**src/rtl/bch_encoder_serial.sv**
```systemverilog
// Systematic bit-serial BCH encoder: message bits pass straight through, then PAR_W parity bits from an LFSR.
// Optional abort input enabled by defining BCH_ENC_ABORT_EN.
module bch_encoder_serial #(
  parameter int              MSG_LEN  = 4096,
  parameter int              PAR_W    = 208,
  parameter logic [PAR_W-1:0] GEN_POLY = '1
) (
  input  logic clk,
  input  logic rst_n,
`ifdef BCH_ENC_ABORT_EN
  input  logic abort,
`endif
  input  logic s_valid,
  output logic s_ready,
  input  logic s_data,
  output logic m_valid,
  input  logic m_ready,
  output logic m_data,
  output logic m_par,
  output logic m_last
);

  localparam logic [0:0] MSG = 1'b0;
  localparam logic [0:0] PAR = 1'b1;
  localparam int MCW = (MSG_LEN > 1) ? $clog2(MSG_LEN) : 1;
  localparam int PCW = (PAR_W > 1) ? $clog2(PAR_W) : 1;

  logic [0:0]       state;
  logic [PAR_W-1:0] lfsr;
  logic [MCW-1:0]   mcnt;
  logic [PCW-1:0]   pcnt;
  logic             in_par, kill, msg_hs, par_hs, fb, par_end;

`ifdef BCH_ENC_ABORT_EN
  assign kill = abort;
`else
  assign kill = 1'b0;
`endif

  assign in_par  = (state == PAR);
  assign par_end = (pcnt == PCW'(PAR_W-1));
  assign fb      = s_data ^ lfsr[PAR_W-1];
  assign msg_hs  = !in_par && s_valid && m_ready;
  assign par_hs  = in_par && m_ready;

  // Message phase is a zero-latency pass-through; parity phase drives from the LFSR MSB.
  always_comb begin
    m_valid = in_par ? 1'b1 : s_valid;
    s_ready = in_par ? 1'b0 : m_ready;
    m_data  = in_par ? lfsr[PAR_W-1] : s_data;
    m_par   = in_par;
    m_last  = in_par && par_end;
    if (kill) begin
      m_valid = 1'b0;
      s_ready = 1'b0;
    end
  end

  always_ff @(posedge clk or negedge rst_n) begin
    if (!rst_n) begin
      state <= MSG;
      lfsr  <= '0;
      mcnt  <= '0;
      pcnt  <= '0;
    end else if (kill) begin
      state <= MSG;
      lfsr  <= '0;
      mcnt  <= '0;
      pcnt  <= '0;
    end else if (msg_hs) begin
      lfsr <= {lfsr[PAR_W-2:0], 1'b0} ^ (fb ? GEN_POLY : '0);
      if (mcnt == MCW'(MSG_LEN-1)) begin
        mcnt  <= '0;
        state <= PAR;
      end else begin
        mcnt <= mcnt + 1'b1;
      end
    end else if (par_hs) begin
      // Final parity bit returns straight to MSG so the next message bit follows with no bubble.
      if (par_end) begin
        state <= MSG;
        pcnt  <= '0;
        lfsr  <= '0;
      end else begin
        lfsr <= {lfsr[PAR_W-2:0], 1'b0};
        pcnt <= pcnt + 1'b1;
      end
    end
  end

endmodule
```
**config.mk**
```make
export PLATFORM = sky130hd
export DESIGN_NAME = bch_encoder_serial
export DESIGN_NICKNAME = d
export VERILOG_FILES = /design/src/rtl/bch_encoder_serial.sv
export SDC_FILE = /design/constraint.sdc
export NUM_CORES = 1
export LEC_CHECK = 0
export CELL_PAD_IN_SITES_DETAIL_PLACEMENT = 1
export CELL_PAD_IN_SITES_GLOBAL_PLACEMENT = 1
export CORE_ASPECT_RATIO = 0.75
export CORE_MARGIN = 4
export CORE_UTILIZATION = 50
export DETAILED_ROUTE_END_ITERATION = 16
export GPL_TIMING_DRIVEN = 0
export PLACE_DENSITY_LB_ADDON = 0.1
export REMOVE_ABC_BUFFERS = 1
export SLEW_MARGIN = 5
export SYNTH_ARGS = -nofsm -noshare
export SYNTH_HDL_FRONTEND = slang
export SYNTH_SLANG_ARGS = --single-unit
```
**constraint.sdc**
```tcl
create_clock -name clk -period 1.95 [get_ports clk]
set_clock_uncertainty 0.15 [all_clocks]
set_input_delay 0.39 -clock clk [delete_from_list [all_inputs] [get_ports clk]]
set_output_delay 0.39 -clock clk [all_outputs]
set_load 0.005 [all_outputs]
```
=== Word level (Yosys, flattened, before mapping) ===
Cells that the tools add are included.
Widths: inputs -> output; s select.

* $add $sub $neg: 2
* Eq/ne operators: 3
* Multiplexer cells: 13
* Bitwise gates (word level): 3
* Reductions and logical operators: 9

{| class="wikitable"
|+ Operators by type and width
! cell !! number
|-
| $mux 208 || 4
|-
| $xor 208x208->208 || 1
|-
| $add 12x1->12 const B || 1
|-
| $eq 12x12->1 const B || 1
|-
| $mux 12 || 1
|-
| $add 8x1->8 const B || 1
|-
| $eq 8x8->1 const B || 1
|-
| $mux 8 || 1
|-
| $mux 1 || 7
|-
| $logic_and 1x1->1 || 4
|-
| $reduce_bool 2->1 || 2
|-
| $reduce_and 3->1 || 1
|-
| $ne 2x1->1 const B || 1
|-
| $reduce_and 2->1 || 1
|-
| $logic_not 1->1 || 1
|-
| $not 1->1 || 1
|-
| $xor 1x1->1 || 1
|}

* Bits in registers: 229
* Input port bits: 5
* Output and inout bits: 5
* Word-level logic and storage cells: 34

=== Depth between registers and ports, before layout ===
Gate-level depths: netlist of run 1.

* Word-level depth: 5
* Mapped depth: 7
* Depth with buffers taken out: 5

=== Worst setup path after synthesis of run 1 ===
OpenSTA, ideal clock, no wires.

* Kind: register to register
* Start point: register state, in the netlist m_par
* End point: register mcnt[9]
* Setup time: 0.120 ns
* Data arrival time: 1.529 ns
* Data required time: 1.680 ns
* Path slack: 0.151 ns
* Cell stages (with the launch flop): 5
* Path buffers: 0
* Period minus slack after synthesis: 1.799 ns
* Cells stage by stage: dfrtp_1 nand3b_4 or2_1 or3_1 a31o_2

* Cells in the longest elaborated chain, start to end: 3

{| class="wikitable"
|+ RTL lines
! what !! line !! text
|-
| from (decl) || 28 || <nowiki>logic [0:0] state;</nowiki>
|-
| from (signal assigned) || 61 || <nowiki>state <= MSG;</nowiki>
|-
| from (signal assigned) || 66 || <nowiki>state <= MSG;</nowiki>
|-
| from (signal assigned) || 74 || <nowiki>state <= PAR;</nowiki>
|-
| $logic_not 1->1 || 43 || <nowiki>assign msg_hs = !in_par && s_valid && m_ready;</nowiki>
|-
| $logic_and 1x1->1 (2 in a row) || 43 ||
|-
| to (signal assigned) || 76 || <nowiki>mcnt <= mcnt + 1'b1;</nowiki>
|-
| to (decl) || 30 || <nowiki>logic [MCW-1:0] mcnt;</nowiki>
|}

No other way between the ends.
A chain may end at the register's enable or synchronous reset.

=== Worst setup path after layout of run 1 ===
* Start point: register pcnt[1]
* End point: register lfsr[2]

* Cells in the longest elaborated chain, start to end: 4

{| class="wikitable"
|+ RTL lines
! what !! line !! text
|-
| from (decl) || 31 || <nowiki>logic [PCW-1:0] pcnt;</nowiki>
|-
| from (signal assigned) || 86 || <nowiki>pcnt <= pcnt + 1'b1;</nowiki>
|-
| $eq 8x8->1 || 41 || <nowiki>assign par_end = (pcnt == PCW'(PAR_W-1));</nowiki>
|-
| $mux 208 || 80 || <nowiki>if (par_end) begin</nowiki>
|-
| $mux 208 || 78 || <nowiki>end else if (par_hs) begin</nowiki>
|-
| $mux 208 || 70 || <nowiki>end else if (msg_hs) begin</nowiki>
|-
| to (signal assigned) || 71 || <nowiki>lfsr <= {lfsr[PAR_W-2:0], 1'b0} ^ (fb ? GEN_POLY : '0);</nowiki>
|-
| to (signal assigned) || 85 || <nowiki>lfsr <= {lfsr[PAR_W-2:0], 1'b0};</nowiki>
|-
| to (decl) || 29 || <nowiki>logic [PAR_W-1:0] lfsr;</nowiki>
|}

No other way between the ends. The select of a mux whose other input is x is not followed.

==> flow_summary.rst, run 1 <==
.. list-table::
   :header-rows: 1

   * - Metric
     - Value
   * - Run status
     - finished, violations left
   * - Failing checks
     - negative setup slack
   * - Total CTS buffers
     - 23
   * - Dpl hpwl
     - approximately 11 mm
   * - Critical-path top delay cell
     - sky130_fd_sc_hd__dfrtp_1
   * - Die ar.
     - 23200 sq um
   * - Achievable clock frequency
     - 451 MHz
   * - Start of the worst register-to-register path
     - pcnt[1]
   * - Kind of end point of the critical path
     - flop
   * - Top cells by area in the synthesized netlist
     - sky130_fd_sc_hd__dfrtp_1 (55%), sky130_fd_sc_hd__xnor2_1 (18%), sky130_fd_sc_hd__nand2_1 (8.0%), sky130_fd_sc_hd__o21ai_1 (5.7%), sky130_fd_sc_hd__o21ai_0 (4.5%)
   * - Cell family with the largest share of critical-path delay
     - buffers and inverters
   * - Kind of launch point of the worst setup path
     - flop
   * - Clock Path Buffers
     - 3
   * - Crit path depth
     - 10
   * - Summed instance area of the synthesized netlist
     - 10400 sq um
   * - Post-synth top area share
     - between 50% and 60%
   * - Uppermost routed layer
     - met4
   * - Fill cell instance count of the final layout
     - roughly 2000
   * - Count of unique library cells instantiated by Yosys
     - between 40 and 50
   * - DRT Wirelength
     - roughly 34 mm
   * - CP peak stage delay
     - roughly 0.47 ns
   * - Worst Setup Path Type
     - flop to flop
   * - Commonest register cell after synthesis
     - sky130_fd_sc_hd__dfrtp_1
   * - Clock tree from TritonCTS
     - built
   * - Yosys reg bits
     - 229
   * - I/O pin count
     - 10
   * - Worst-Margin Slew
     - 0.531 ns
   * - Metal2 WL
     - ~18 mm
   * - Post-DR vias/cell
     - 5.72
   * - Synthesis-to-finish area growth
     - 34.8%
   * - Final weighted congestion in routability-driven placement
     - slightly below 0.7
   * - Leakage power
     - 0.00579 uW
   * - Endpoint arrival time on the critical path
     - roughly 2.5 ns
   * - Req. time, crit path
     - 2.20 ns
   * - Count of pins over their slew limit
     - 0
   * - Setup repair after global routing missed its margin
     - yes
   * - Synth warn
     - 0
   * - Initial core utilization
     - between 50% and 60%
   * - Overflow left after global routing
     - 0
   * - GRT Total Usage
     - 24.8%
   * - Final Worst Setup Slack
     - -0.269 ns
   * - Routed length per placed instance
     - 24.8 um
   * - Crit path max fanout
     - 6
   * - Cells after Synth
     - 1010
   * - Maximum vdd drop
     - ~0.80 mV
   * - Met3 Wirelength
     - 1.18 mm
   * - Number of enable flip-flop cells after synthesis
     - 0
   * - Setup slack, reg-to-reg
     - -0.27 ns
   * - CP dominant cell by count
     - sky130_fd_sc_hd__clkbuf_16
   * - Final Hold Violating Endpoints
     - 0
   * - Crit path buffers/inverters
     - 5
   * - CTS HTree Levels
     - 1
   * - Total of max-cap violations
     - 0
   * - DRC violations left
     - 0
   * - Total via count after detailed routing
     - 7923
   * - DIE HEIGHT
     - about 130 um
   * - Final period util
     - 114%
   * - Sinks on the clock net
     - 229
   * - Mean Syn Cell Area
     - around 10 sq um
   * - Antenna viol nets, final
     - 0
   * - Hold_ws
     - slightly above 0.2 ns
   * - Class of the most critical hold timing path
     - primary input to async pin
   * - Vias in the first global route
     - 8441
   * - Fraction of final layout cells sized beyond drive strength 1
     - 31.6%
   * - Std-Cell Core Area
     - between 20000 and 25000 sq um
   * - Iteration-0 DRC Markers
     - approximately 600
   * - Cells on worst reg2reg path
     - 10
   * - Async set-reset flop share out of synthesis
     - 100%
   * - Cell row count
     - 45
   * - Pwr dens
     - 1460 nW/um^2
   * - First-pass iteration count of the detailed router
     - 5
   * - Antenna violations before repair
     - 0
   * - Number of nets at the end of the flow
     - 1100
   * - Maximum number of pins on one net before global-route repair
     - 110
   * - Final count of negative-setup-slack endpoints
     - a little under 200
   * - Post-Route Setup TNS
     - -30.25 ns
   * - Critical Path, Cell by Cell
     - ha_4 -> and3_4 -> buf_6 -> nand2_4 -> a21oi_4 -> clkbuf_16 -> buf_16 -> buf_12 -> clkbuf_16 -> o21ai_2
   * - Time the final worst path needs with I/O delays and setup
     - between 2 and 2.5 ns
   * - Slew Limit Headroom
     - 64.6%
   * - Clk pin slew, worst setup/hold paths
     - roughly 0.070 ns
   * - Cell at the root of the clock tree
     - sky130_fd_sc_hd__clkbuf_16
   * - Wire length of the first global-routing pass
     - around 47 mm
   * - Latest clock arrival within the worst-skew pair
     - 0.52 ns
   * - Critical Path Start
     - pcnt[1]
   * - Port bufs
     - 9
   * - Post-synthesis sequential area ratio
     - ~55%
   * - Metal1 wirelength
     - approximately 14 mm
   * - Inserted Diodes
     - 0
   * - Leading area contributor after synthesis
     - sky130_fd_sc_hd__dfrtp_1
   * - Most common cell after layout, fill and taps aside
     - sky130_fd_sc_hd__dfrtp_1
   * - Die X-Extent
     - around 170 um
   * - Commonest non-fill, non-tap cells in the layout
     - sky130_fd_sc_hd__dfrtp_1 (225), sky130_fd_sc_hd__nand2_1 (221), sky130_fd_sc_hd__xnor2_1 (210), sky130_fd_sc_hd__o21ai_2 (152), sky130_fd_sc_hd__clkbuf_16 (36)
## worst register-to-register path, stage by stage, from the launching register on
cell and delay, ns:
sky130_fd_sc_hd__dfrtp_1 0.47, sky130_fd_sc_hd__ha_4 0.19, sky130_fd_sc_hd__and3_4 0.20, sky130_fd_sc_hd__buf_6 0.11, sky130_fd_sc_hd__nand2_4 0.06, sky130_fd_sc_hd__a21oi_4 0.20, sky130_fd_sc_hd__clkbuf_16 0.21, sky130_fd_sc_hd__buf_16 0.16
sky130_fd_sc_hd__buf_12 0.14, sky130_fd_sc_hd__clkbuf_16 0.15, sky130_fd_sc_hd__o21ai_2 0.05
## cells in the mapped netlist (2+ instances only)
cell type / number
sky130_fd_sc_hd__a21o_1: 2
sky130_fd_sc_hd__and2_1: 2
sky130_fd_sc_hd__and3_1: 3
sky130_fd_sc_hd__and4_1: 3
sky130_fd_sc_hd__buf_1: 4
sky130_fd_sc_hd__buf_2: 17
sky130_fd_sc_hd__buf_4: 12
sky130_fd_sc_hd__buf_6: 12
sky130_fd_sc_hd__clkbuf_1: 12
sky130_fd_sc_hd__clkbuf_2: 13
sky130_fd_sc_hd__dfrtp_1: 229
sky130_fd_sc_hd__ha_1: 2
sky130_fd_sc_hd__inv_1: 2
sky130_fd_sc_hd__mux2_2: 2
sky130_fd_sc_hd__mux2i_1: 2
sky130_fd_sc_hd__nand2_1: 221
sky130_fd_sc_hd__nand2_2: 2
sky130_fd_sc_hd__nand3_1: 4
sky130_fd_sc_hd__nand4_1: 6
sky130_fd_sc_hd__nor2_1: 4
sky130_fd_sc_hd__nor2b_1: 2
sky130_fd_sc_hd__nor3_1: 5
sky130_fd_sc_hd__o21ai_0: 94
sky130_fd_sc_hd__o21ai_1: 119
sky130_fd_sc_hd__o31ai_1: 2
sky130_fd_sc_hd__or3_1: 2
sky130_fd_sc_hd__xnor2_1: 214
sky130_fd_sc_hd__xor2_1: 3
## per-layer routing
layer | vias to the layer above | GRT usage (%)
met5 | - | 0
met4 | 0 | 5.41
met3 | 69 | 2.97
met2 | 191 | 43.5
met1 | 4194 | 33.5
li1 | 3469 | -
## per-stage QoR
| step | instances | total power, uW | worst slack, ns | util [%] | area [sq um] |
|---|---|---|---|---|---|
| detailed placement | 1249 | 13100 | -1.51 | 53.3 | 10800 |
| finish | 1385 | 20500 | -0.269 | 69.0 | 14000 |
| floorplan | 940 | 11900 | -3.59 | - | 9960 |
| global placement | 1231 | 12800 | -9.78 | 51.2 | 10400 |
| CTS | 1360 | 18300 | -0.127 | 63.8 | 13000 |
| global route | 1385 | 21600 | -0.264 | 69.0 | 14000 |
## what timing repair did
action / CTS / global route
buffers inserted: 47 / 23
pin swaps: 42 / 119
endpoints found under the setup margin: 214 / 281
cloned: 28 / 12
endpoints found under the hold margin: 33 / 0
hold buffers: 1 / 0
resized for setup: 181 / 195
## registers in the layout (all words and copies together) (netlist names)
signal	cells
lfsr	208
mcnt	12
pcnt	8
m_par	1
## where the power goes
group	total [uW]	leakage (uW)	internal, uW	switching, uW
combinational	7600	0.00248	3710	3890
clock	4120	0.000321	2190	1930
sequential	8730	0.00298	6850	1880
total	20500	0.00579	12800	7700
## cell type report
type	count	area, sq um	area share (%)
sequential	229	5740	40.9
multi-input combinational	713	5120	36.6
timing repair buffer	124	2160	15.4
clock buffer	29	608	4.34
tap	282	353	2.52
clock inverter	6	33.8	0.241
inverter	2	7.51	0.0535
## logic make-up after synthesis
group,synth area share (%)
flops,55.1
simple gates,10.5
xor+xnor,18.3
fa+ha+maj,0.241
buf+inv,4.26
compound gates,11.2
mux,0.409
## worst paths after layout
check | endpoint
worst min-delay path | lfsr[9]
max in group asynchronous | pcnt[4]
worst min register to register | lfsr[0]
worst max-delay path | lfsr[2]
min in group clk | lfsr[0]
worst max register to register | lfsr[2]
Note: power is estimated with default switching activity, not from simulation.
==> inputs of run 2 (changes only) <==
- clock period: 1.95 -> 2.4 ns (I/O delays scaled with it)
==> run 2 against run 1 <==
Effect of this change: highest routed layer unchanged; largest power group unchanged; the run now ends clean; global-route usage shrank 6.7 points; count of clock-buffer cells in the layout is the same; non-clock buffer count is 91 lower; first-iteration DRC count fell by 36%; critical path depth decreased by 7; sequential share of layout area increased by 8.7 points; sequential power down 22%; hold slack improved by 0.092 ns; clock power fell by 22%.
==> flow_summary.rst, run 2 (synthesis gave the netlist of run 1 again) <==
.. list-table::
   :header-rows: 1

   * - Metric
     - Value
   * - Run status
     - finished clean
   * - Metal1 wirelength
     - around 10 mm
   * - Inserted Diodes
     - 0
   * - Die X-Extent
     - between 150 and 200 um
   * - Finished Layout Cells
     - 1292
   * - Antenna viol nets, final
     - 0
   * - Maximum number of pins on one net before global-route repair
     - roughly 140
   * - Cell row count
     - 45
   * - Vias in the first global route
     - just over 7000
   * - Antenna violations before repair
     - 0
   * - Place WS
     - -1.15 ns
   * - Commonest non-fill, non-tap cells in the layout
     - sky130_fd_sc_hd__dfrtp_1 (228), sky130_fd_sc_hd__nand2_1 (221), sky130_fd_sc_hd__xnor2_1 (213), sky130_fd_sc_hd__o21ai_1 (119), sky130_fd_sc_hd__o21ai_0 (94)
   * - Worst-Margin Slew
     - slightly below 0.7 ns
   * - Total CTS buffers
     - 23
   * - Initial core utilization
     - 51.2%
   * - Post-Route Setup TNS
     - 0 ns
   * - Setup repair after global routing missed its margin
     - no
   * - Total of max-cap violations
     - 0
   * - Metal2 WL
     - around 9.5 mm
   * - First-pass iteration count of the detailed router
     - 4
   * - Total via count after detailed routing
     - about 6700
   * - Cell at the root of the clock tree
     - sky130_fd_sc_hd__clkbuf_16
   * - Final period util
     - between 90% and 100%
   * - Top flop regs
     - lfsr x208, mcnt x12, pcnt x8
   * - Final weighted congestion in routability-driven placement
     - just under 0.7
   * - DRT Wirelength
     - roughly 20 mm
   * - Clock tree from TritonCTS
     - built
   * - GRT Total Usage
     - 18.1%
   * - Kind of end point of the critical path
     - output pin
   * - Worst Setup Path Type
     - primary input to output pin
   * - Placed Cells
     - around 1200
   * - Uppermost routed layer
     - met4
   * - DIE HEIGHT
     - between 100 and 150 um
   * - Final Worst Setup Slack
     - 0.0640 ns
   * - Iteration-0 DRC Markers
     - ~390
   * - Sequential cell area
     - about 5700 sq um
   * - DRC violations left
     - 0
   * - Crit path max fanout
     - 3
   * - Synthesis-to-finish area growth
     - 11.0%
   * - Maximum vdd drop
     - between 0.5 and 0.6 mV
   * - Most common cell after layout, fill and taps aside
     - sky130_fd_sc_hd__dfrtp_1
   * - CTS HTree Levels
     - 1
   * - Pwr dens
     - roughly 1200 nW/um^2
   * - Clock Path Buffers
     - 3
   * - Slew Limit Headroom
     - between 50% and 60%
   * - Wire length of the first global-routing pass
     - 36.2 mm
   * - Setup slack, reg-to-reg
     - 0.23 ns
   * - Latest clock arrival within the worst-skew pair
     - slightly above 0.5 ns
   * - Count of pins over their slew limit
     - 0
   * - Largest register by flop count
     - lfsr
   * - Fraction of final layout cells sized beyond drive strength 1
     - ~6.9%
   * - I/O pin count
     - 10
   * - Die ar.
     - around 23000 sq um
   * - Endpoint arrival time on the critical path
     - 1.71 ns
   * - Port bufs
     - 9
   * - Number of nets at the end of the flow
     - approximately 1000
   * - Total power
     - around 14000 uW
   * - Routed length per placed instance
     - 15.7 um
   * - Time the final worst path needs with I/O delays and setup
     - 2.34 ns
   * - Kind of launch point of the worst setup path
     - primary input
   * - Sinks on the clock net
     - roughly 230
   * - Final count of negative-setup-slack endpoints
     - 0
   * - Class of the most critical hold timing path
     - primary input to async pin
   * - Post-DR vias/cell
     - between 5 and 6
   * - Achievable clock frequency
     - around 430 MHz
   * - Std-Cell Core Area
     - ~20000 sq um
   * - Met3 Wirelength
     - between 300 and 400 um
   * - Dpl hpwl
     - about 11 mm
   * - Max reg flops
     - between 200 and 250
   * - Leakage power
     - about 0.0046 uW
   * - Multi-input combinational cell area
     - 4270 sq um
   * - Final Hold Violating Endpoints
     - 0
   * - Req. time, crit path
     - approximately 1.8 ns
   * - Fill cell instance count of the final layout
     - 2196
   * - Overflow left after global routing
     - 0
   * - Clk pin slew, worst setup/hold paths
     - approximately 0.060 ns
## run 2: worst max-delay path: stages
cell and delay [ns]:
sky130_fd_sc_hd__clkdlybuf4s50_1 0.54, sky130_fd_sc_hd__or2_4 0.18, sky130_fd_sc_hd__clkdlybuf4s50_1 0.50
## run 2: path summary, 6_finish.rpt
check | startpoint | end | cells after the start
setup / recovery | s_valid | m_valid | 3
hold / removal | rst_n | lfsr[9] | 2
hold reg to reg | lfsr[0] | lfsr[0] | 1
max in group asynchronous | rst_n | mcnt[0] | 4
min in group clk | lfsr[0] | lfsr[0] | 1
setup reg to reg | pcnt[4] | lfsr[33] | 7
## run 2: where the power goes
group          switching, uW  total, uW  internal [uW]
Combinational           1740       3790           2050
Sequential              1270       6840           5570
Clock                   1450       3220           1780
Total                   4460      13900           9400
## run 2: per-stage QoR
stage	hold WS, ns	area [sq um]	utilization (%)
after floorplan	0.0344	9960	-
after global placement	0.331	10400	51.2
after detailed placement	0.213	10800	53.3
after CTS	0.260	11600	56.9
after global routing	0.320	11500	56.8
final	0.300	11500	56.8
## run 2: metal layers
metal  vias to the layer above  GRT usage (%)
met3                        27           2.51
met5                         -              0
met4                         0           3.79
met2                        41           29.6
met1                      3368           26.2
li1                       3252              -
## run 2: timing repair
action / CTS / global route
endpoints found under the setup margin: 180 / 21
pin swaps: 2 / 1
resized for setup: 6 / 2
hold buffers: 1 / 0
buffers inserted: 6 / 1
cloned: 2 / 0
hold endpoints to repair: 33 / 0
## run 2: cell type report
| cell class | count | share of cell area (%) |
|---|---|---|
| sequential | 229 | 49.7 |
| multi-input combinational | 711 | 37.0 |
| clock buffer | 29 | 5.27 |
| timing repair buffer | 33 | 4.64 |
| tap | 282 | 3.06 |
| clock inverter | 6 | 0.293 |
| inverter | 2 | 0.0650 |
